--- src/rtl/cs3220_io_pkg.sv ---
// Shared definitions for the board I/O window: register offsets, field widths
// and the byte-lane merge used by every writable register.
package cs3220_io_pkg;

    localparam int LEDR_W = 10;
    localparam int HEX_W  = 24;
    localparam int KEY_W  = 4;
    localparam int SW_W   = 10;

    localparam int TCTL_EN  = 0;
    localparam int TCTL_RDY = 1;

    // Word index inside the 32-byte window (byte offset >> 2).
    typedef enum logic [2:0] {
        IO_LEDR    = 3'd0,
        IO_HEX     = 3'd1,
        IO_KEY     = 3'd2,
        IO_KEYEDGE = 3'd3,
        IO_SW      = 3'd4,
        IO_TCNT    = 3'd5,
        IO_TLIM    = 3'd6,
        IO_TCTL    = 3'd7
    } io_reg_e;

    function automatic logic [31:0] merge_sel(input logic [31:0] old_v,
                                              input logic [31:0] new_v,
                                              input logic [3:0]  sel);
        logic [31:0] r;
        r = old_v;
        for (int b = 0; b < 4; b++) begin
            if (sel[b]) begin
                r[8*b +: 8] = new_v[8*b +: 8];
            end
        end
        return r;
    endfunction

endpackage

--- src/rtl/io_timer.sv ---
// Millisecond timer: prescaler, count, limit, enable and sticky ready flag.
// Bus writes to the count override a simultaneous tick; a ready set beats its clear.
module io_timer
    import cs3220_io_pkg::*;
#(
    parameter int CLK_PER_MS = 50000
) (
    input  logic        clk_i,
    input  logic        rst_ni,
    input  logic        cnt_wr_i,
    input  logic        lim_wr_i,
    input  logic        ctl_wr_i,
    input  logic [3:0]  sel_i,
    input  logic [31:0] wdata_i,
    output logic [31:0] cnt_o,
    output logic [31:0] lim_o,
    output logic        en_o,
    output logic        rdy_o
);

    localparam int PW = (CLK_PER_MS > 1) ? $clog2(CLK_PER_MS) : 1;
    localparam logic [PW-1:0] PRESC_LAST = PW'(CLK_PER_MS - 1);

    logic [PW-1:0] presc_q, presc_d;
    logic [31:0]   cnt_q, cnt_d;
    logic [31:0]   lim_q, lim_d;
    logic          en_q, en_d;
    logic          rdy_q, rdy_d;
    logic          tick;
    logic          wrap;
    logic          rdy_set;
    logic          rdy_clr;

    // The tick is qualified by the registered enable, so an enable write in
    // the same cycle only affects later ticks.
    assign tick = en_q && (presc_q == PRESC_LAST);
    assign wrap = (lim_q != 32'd0) && (cnt_q == lim_q - 32'd1);

    always_comb begin
        presc_d = presc_q;
        cnt_d   = cnt_q;
        lim_d   = lim_q;
        en_d    = en_q;
        rdy_set = 1'b0;
        rdy_clr = 1'b0;

        if (!en_q || tick) begin
            presc_d = '0;
        end else begin
            presc_d = presc_q + PW'(1);
        end

        if (tick) begin
            if (wrap) begin
                cnt_d   = 32'd0;
                rdy_set = 1'b1;
            end else begin
                cnt_d = cnt_q + 32'd1;
            end
        end

        if (cnt_wr_i) begin
            cnt_d = merge_sel(cnt_q, wdata_i, sel_i);
        end
        if (lim_wr_i) begin
            lim_d = merge_sel(lim_q, wdata_i, sel_i);
        end
        if (ctl_wr_i && sel_i[0]) begin
            en_d    = wdata_i[TCTL_EN];
            rdy_clr = wdata_i[TCTL_RDY];
        end

        rdy_d = (rdy_q && !rdy_clr) || rdy_set;
    end

    always_ff @(posedge clk_i or negedge rst_ni) begin
        if (!rst_ni) begin
            presc_q <= '0;
            cnt_q   <= 32'd0;
            lim_q   <= 32'd0;
            en_q    <= 1'b0;
            rdy_q   <= 1'b0;
        end else begin
            presc_q <= presc_d;
            cnt_q   <= cnt_d;
            lim_q   <= lim_d;
            en_q    <= en_d;
            rdy_q   <= rdy_d;
        end
    end

    assign cnt_o = cnt_q;
    assign lim_o = lim_q;
    assign en_o  = en_q;
    assign rdy_o = rdy_q;

endmodule

--- src/rtl/wb_io_slave.sv ---
// Wishbone pipelined slave for the board I/O window (LEDs, HEX, switches,
// keys, timer). Every accepted request gets exactly one ack or err a cycle later.
module wb_io_slave
    import cs3220_io_pkg::*;
#(
    parameter logic [31:0] IO_BASE    = 32'hF000_0000,
    parameter int          CLK_PER_MS = 50000
) (
    input  logic              i_clk,
    input  logic              i_reset_n,
    input  logic              wb_cyc,
    input  logic              wb_stb,
    input  logic              wb_we,
    input  logic [29:0]       wb_addr,
    input  logic [3:0]        wb_sel,
    input  logic [31:0]       wb_mosi,
    output logic [31:0]       wb_miso,
    output logic              wb_ack,
    output logic              wb_err,
    output logic              wb_stall,
    input  logic [SW_W-1:0]   i_sw,
    input  logic [KEY_W-1:0]  i_key,
    output logic [LEDR_W-1:0] o_ledr,
    output logic [HEX_W-1:0]  o_hex
);

    io_reg_e off;
    logic    req;
    logic    hit;
    logic    wr_hit;

    assign off    = io_reg_e'(wb_addr[2:0]);
    assign req    = wb_cyc && wb_stb;
    assign hit    = (wb_addr[29:3] == IO_BASE[31:5]);
    assign wr_hit = req && hit && wb_we;

    logic [SW_W-1:0]   sw_s1_q, sw_s2_q;
    logic [KEY_W-1:0]  key_s1_q, key_s2_q, key_s3_q;
    logic [KEY_W-1:0]  key_pressed;
    logic [KEY_W-1:0]  key_press_evt;
    logic [KEY_W-1:0]  keyedge_q, keyedge_d;
    logic [KEY_W-1:0]  keyedge_clr;
    logic [LEDR_W-1:0] ledr_q, ledr_d;
    logic [HEX_W-1:0]  hex_q, hex_d;
    logic [31:0]       ledr_m, hex_m;
    logic              ack_q, ack_d;
    logic              err_q, err_d;
    logic [31:0]       miso_q, miso_d;
    logic [31:0]       rdata;

    logic [31:0] tmr_cnt, tmr_lim;
    logic        tmr_en, tmr_rdy;

    // key_s3_q is the previous synced sample; reset leaves s2 == s3 so no
    // spurious press is captured while the synchronizers fill.
    assign key_pressed   = ~key_s2_q;
    assign key_press_evt = ~key_s2_q & key_s3_q;

    io_timer #(
        .CLK_PER_MS(CLK_PER_MS)
    ) u_timer (
        .clk_i   (i_clk),
        .rst_ni  (i_reset_n),
        .cnt_wr_i(wr_hit && (off == IO_TCNT)),
        .lim_wr_i(wr_hit && (off == IO_TLIM)),
        .ctl_wr_i(wr_hit && (off == IO_TCTL)),
        .sel_i   (wb_sel),
        .wdata_i (wb_mosi),
        .cnt_o   (tmr_cnt),
        .lim_o   (tmr_lim),
        .en_o    (tmr_en),
        .rdy_o   (tmr_rdy)
    );

    always_comb begin
        case (off)
            IO_LEDR:    rdata = 32'(ledr_q);
            IO_HEX:     rdata = 32'(hex_q);
            IO_KEY:     rdata = 32'(key_pressed);
            IO_KEYEDGE: rdata = 32'(keyedge_q);
            IO_SW:      rdata = 32'(sw_s2_q);
            IO_TCNT:    rdata = tmr_cnt;
            IO_TLIM:    rdata = tmr_lim;
            IO_TCTL:    rdata = {30'd0, tmr_rdy, tmr_en};
            default:    rdata = 32'd0;
        endcase
    end

    always_comb begin
        ledr_m      = merge_sel(32'(ledr_q), wb_mosi, wb_sel);
        hex_m       = merge_sel(32'(hex_q), wb_mosi, wb_sel);
        ledr_d      = ledr_q;
        hex_d       = hex_q;
        keyedge_clr = '0;

        if (wr_hit && (off == IO_LEDR)) begin
            ledr_d = ledr_m[LEDR_W-1:0];
        end
        if (wr_hit && (off == IO_HEX)) begin
            hex_d = hex_m[HEX_W-1:0];
        end
        if (wr_hit && (off == IO_KEYEDGE) && wb_sel[0]) begin
            keyedge_clr = wb_mosi[KEY_W-1:0];
        end

        // A press captured in the same cycle as its clear must survive.
        keyedge_d = (keyedge_q & ~keyedge_clr) | key_press_evt;

        ack_d  = req && hit;
        err_d  = req && !hit;
        miso_d = (req && hit && !wb_we) ? rdata : 32'd0;
    end

    always_ff @(posedge i_clk or negedge i_reset_n) begin
        if (!i_reset_n) begin
            sw_s1_q   <= '0;
            sw_s2_q   <= '0;
            key_s1_q  <= '0;
            key_s2_q  <= '0;
            key_s3_q  <= '0;
            keyedge_q <= '0;
            ledr_q    <= '0;
            hex_q     <= '0;
            ack_q     <= 1'b0;
            err_q     <= 1'b0;
            miso_q    <= 32'd0;
        end else begin
            sw_s1_q   <= i_sw;
            sw_s2_q   <= sw_s1_q;
            key_s1_q  <= i_key;
            key_s2_q  <= key_s1_q;
            key_s3_q  <= key_s2_q;
            keyedge_q <= keyedge_d;
            ledr_q    <= ledr_d;
            hex_q     <= hex_d;
            ack_q     <= ack_d;
            err_q     <= err_d;
            miso_q    <= miso_d;
        end
    end

    assign wb_ack   = ack_q;
    assign wb_err   = err_q;
    assign wb_miso  = miso_q;
    assign wb_stall = 1'b0;
    assign o_ledr   = ledr_q;
    assign o_hex    = hex_q;

endmodule

--- config.mk ---
export PLATFORM = sky130hd
export DESIGN_NAME = wb_io_slave
export DESIGN_NICKNAME = d
export VERILOG_FILES = /design/src/rtl/cs3220_io_pkg.sv /design/src/rtl/io_timer.sv /design/src/rtl/wb_io_slave.sv
export SDC_FILE = /design/constraint.sdc
export NUM_CORES = 1
export LEC_CHECK = 0
export BUFFER_PORTS_ARGS = -buffer_cell sky130_fd_sc_hd__clkbuf_2
export CORE_ASPECT_RATIO = 0.75
export CORE_MARGIN = 1.5
export CORE_UTILIZATION = 37
export DETAILED_ROUTE_END_ITERATION = 16
export MAX_ROUTING_LAYER = met4
export PLACE_DENSITY = 0.67
export SYNTH_ARGS = -nofsm -noshare
export SYNTH_HDL_FRONTEND = slang
export SYNTH_SLANG_ARGS = --single-unit
--- constraint.sdc ---
create_clock -name i_clk -period 6.65 [get_ports i_clk]
set_clock_uncertainty 0.2 [all_clocks]
set_input_delay 0 -clock i_clk [delete_from_list [all_inputs] [get_ports i_clk]]
set_output_delay 0 -clock i_clk [all_outputs]
set_load 0.02 [all_outputs]
==> flow_summary.ini <==
[synthesis]
ys_seq_area_share_pct = 46.6
synth_seq_cells = 186
synth.distinct_cells = 92
synth_edf_count = 0
yosysWarningCount = 0
postSynthCellCount = 965
avgSynthCellArea_um2 = 10.3
async_reset_ff_share_pct = 100
syn_area_um2 = 9980
synth_nets = 1053
synthFlopType = dfrtp_1

[routing]
drc = 0
final_antenna_net_count = 0
avgViaCountPerCell = 5.67
wl_mm = 31.6
drt_iter0_markers = 764
vias = 8594
wl_per_cell_um = 20.8
first_pass_iters = 5

[setup_path]
reg2reg_to = u_timer.cnt_o[17]
start_kind = input pin
cp.required_ns = 6.81
r2r-start = u_timer.lim_o[1]
cp.arrival_ns = 4.78
end_kind = flip-flop
reg2reg_slack_ns = 2.43
crit_fanout = 14
crit_top_cell = dlygate4sd3_1
max_stage_delay_ns = 0.85
reg2reg_depth = 10
cp_slowest_cell = nor3_1
path_delay_family = simple AND/OR/NAND/NOR gates
path_cells = dlygate4sd3_1, clkbuf_2, nor4b_1, dlygate4sd3_1, nand4_1, dlygate4sd3_1, nor3_1, nand2b_1, inv_1, nand2_1, nor2_1
crit_start = wb_addr[12]
path_buf_inv = 5
crit_type = in -> reg

[timing]
rsz0062_at_grt = false
relSlewSlack_pct = 23.9
slew_viol_final = 0
finalHoldViolations = 0
worst_pin_slew_ns = 1.14
max_freq_mhz = 217
post-route-period-util_pct = 69.3
setup-violations-final = 0
fin_crit_ns = 4.61
finalSetupTns_ns = 0

[clock_tree]
clkSlewWorstSetupHoldPaths_ns = 0.08
clock_path_buffers = 2
clock_latency_ns = 0.47
cts_resized = 0
cts-root-buf = clkbuf_16
cts_buffers = 17
clock-sinks = 186
postCtsSetupRepairBufs = 0
cts_tree = built
htreeDepth = 4

[placed_design]
dp_hpwl_mm = 22.3
port_buffers = 152
gp_congestion = 0.982

[power]
power-per-cell-area_nw_per_um2 = 196
max-vdd-ir-drop_mv = 0.178
p_leak_nw = 5.54

[final_layout]
multi_input_area_um2 = 4870
fillers = 2439
fin_util_pct = 46.9
area_growth_pct = 23.3
num-nets-final = 1248
antennaDiodeCount = 0
area.sequential_um2 = 4650
drive_above_1_share_pct = 26.0

[grt]
grt_first_pass_wirelength_mm = 48.1
grt_pass1_vias = 8207
antenna_found_initial = 0
grt.total_usage_pct = 23.4
overflow = 0
grt_max_degree = 123

[status]
status = finished, final reports clean

[floorplan]
core_area_um2 = 26200
std_cell_rows = 51
die_width_um = 193
die_h_um = 145
ios = 154
dieArea_um2 = 28000
initial_core_util_pct = 38.0

[job]
max_cap_violations = 0

[hold_path]
hold_class = in -> async
[synthesized netlist by cell type, drive strengths merged, types with 3 or more instances]
cell type / n / area (um2)
a2111oi: 3 / 45.1
a21oi: 29 / 145
a221oi: 7 / 61.3
a22o: 16 / 140
a22oi: 38 / 285
a31oi: 7 / 43.8
a32oi: 14 / 123
and2: 9 / 56.3
and3: 20 / 125
and4: 4 / 36.3
buf: 17 / 123
clkbuf: 43 / 223
dfrtp: 186 / 4650
ha: 3 / 37.5
inv: 23 / 86.3
mux2: 72 / 811
mux2i: 17 / 170
nand2: 63 / 241
nand2b: 3 / 18.8
nand3: 28 / 140
nand3b: 4 / 30.0
nand4: 20 / 131
nand4b: 4 / 35.0
nor2: 97 / 367
nor2b: 6 / 37.5
nor3: 37 / 206
nor3b: 5 / 42.5
nor4: 18 / 153
nor4b: 5 / 58.8
o211ai: 7 / 52.6
o21ai: 44 / 239
o22ai: 7 / 75.1
o31ai: 6 / 58.8
or2: 3 / 18.8
or3: 8 / 55.1
or4: 5 / 41.3
xnor2: 30 / 263
xor2: 21 / 184
[flip-flops by register name, summed over array words and instances (netlist names)]
signal,cells
u_timer.cnt_o,32
u_timer.lim_o,32
wb_miso,32
o_hex,24
u_timer.presc_q,16
o_ledr,10
sw_s1_q,10
sw_s2_q,10
key_s1_q,4
key_s2_q,4
key_s3_q,4
keyedge_q,4
u_timer.en_o,1
u_timer.rdy_o,1
wb_ack,1
wb_err,1
[final cells by class]
type / instances / share of cell area (%)
flip-flops and latches: 186 / 37.8
inverters: 23 / 0.702
clock buffers: 17 / 3.46
well taps: 344 / 3.50
clock inverters: 15 / 1.92
repair buffers: 237 / 13.0
multi-input cells: 695 / 39.6
[per-layer routing]
metal / routed length, um / vias to the layer above / GRT usage [%]
met2: 13000 / 339 / 31.1
met1: 15800 / 4282 / 36.1
met5: 0 / - / -
met3: 2410 / 21 / 4.67
met4: 405 / 0 / 5.16
li1: - / 3952 / -
[where the power goes]
part | internal [mW] | switching [mW] | total [mW]
clock network | 0.542 | 0.591 | 1.13
registers | 1.14 | 0.00399 | 1.14
logic | 0.0578 | 0.0793 | 0.137
total | 1.74 | 0.675 | 2.41
[logic make-up after synthesis]
family / count (synthesis) / share of synthesized area (%)
mux: 90 / 10.1
other cells: 1 / 0.0376
flops: 186 / 46.6
buf+inv: 84 / 4.65
fa+ha+maj: 3 / 0.376
xor+xnor: 51 / 4.48
compound gates: 204 / 15.1
simple gates: 346 / 18.7
[what timing repair did]
| item | in CTS | in global routing |
|---|---|---|
| hold buffers | 76 | 0 |
| endpoints found under the setup margin | 0 | 0 |
| endpoints found under the hold margin | 242 | 0 |
[placed cells by master, fill, tap and decap left out, drive strengths merged, types with 4 or more instances in the layout]
| cell | n |
|---|---|
| nor3b | 5 |
| nand4 | 20 |
| nor3 | 37 |
| nand3 | 28 |
| nor2b | 6 |
| nand4b | 4 |
| o31ai | 6 |
| buf | 9 |
| or4 | 5 |
| mux2 | 72 |
| dlygate4sd3 | 76 |
| clkinv | 4 |
| nand2 | 63 |
| a221oi | 7 |
| a31oi | 7 |
| inv | 34 |
| xnor2 | 30 |
| nand3b | 4 |
| nor4 | 18 |
| nor2 | 97 |
| or3 | 8 |
| and2 | 9 |
| xor2 | 21 |
| a22oi | 38 |
| clkbuf | 169 |
| dfrtp | 186 |
| a22o | 16 |
| and3 | 20 |
| and4 | 4 |
| nor4b | 5 |
| o211ai | 7 |
| o22ai | 7 |
| a21oi | 29 |
| o21ai | 44 |
| mux2i | 17 |
| a32oi | 14 |
[worst max-delay path by stage]
stage / to / slack [ns] / cells after the start
6_report: wb_miso[17] / 2.04 / 11
5_1_grt: wb_miso[17] / 1.85 / 11
4_1_cts: wb_miso[17] / 2.15 / 11
3_5_place_dp: u_timer.cnt_o[18] / 2.50 / 10
3_3_place_gp: u_timer.cnt_o[25] / 2.53 / 10
2_1_floorplan: u_timer.cnt_o[2] / 3.54 / 11
[stage by stage]
step / instance area, um2 / power, mW / std cells / worst slack, ns / hold WS (ns)
final: 12300 / 2.41 / 1517 / 2.04 / 0.0411
after global routing: 12300 / 2.50 / 1517 / 1.85 / 0.0790
after CTS: 12300 / 2.43 / 1517 / 2.15 / 0.0346
after detailed placement: 10900 / 1.27 / 1409 / 2.50 / -0.0896
after global placement: 10900 / 1.27 / 1409 / 2.53 / -0.0907
after floorplan: 9980 / 1.20 / 965 / 3.54 / -0.496
[worst register-to-register path, cell delays in order (launching register included)]
cell and delay, ns:
dfrtp_1 0.43, inv_1 0.09, ha_1 0.18, nor3b_2 0.27, nand2_1 0.34, or4_4 0.63
a2111oi_4 0.35, o211a_1 0.22, nand2_2 0.09, o31ai_4 0.98, o21ai_0 0.26
(Power assumes the default switching activity.)
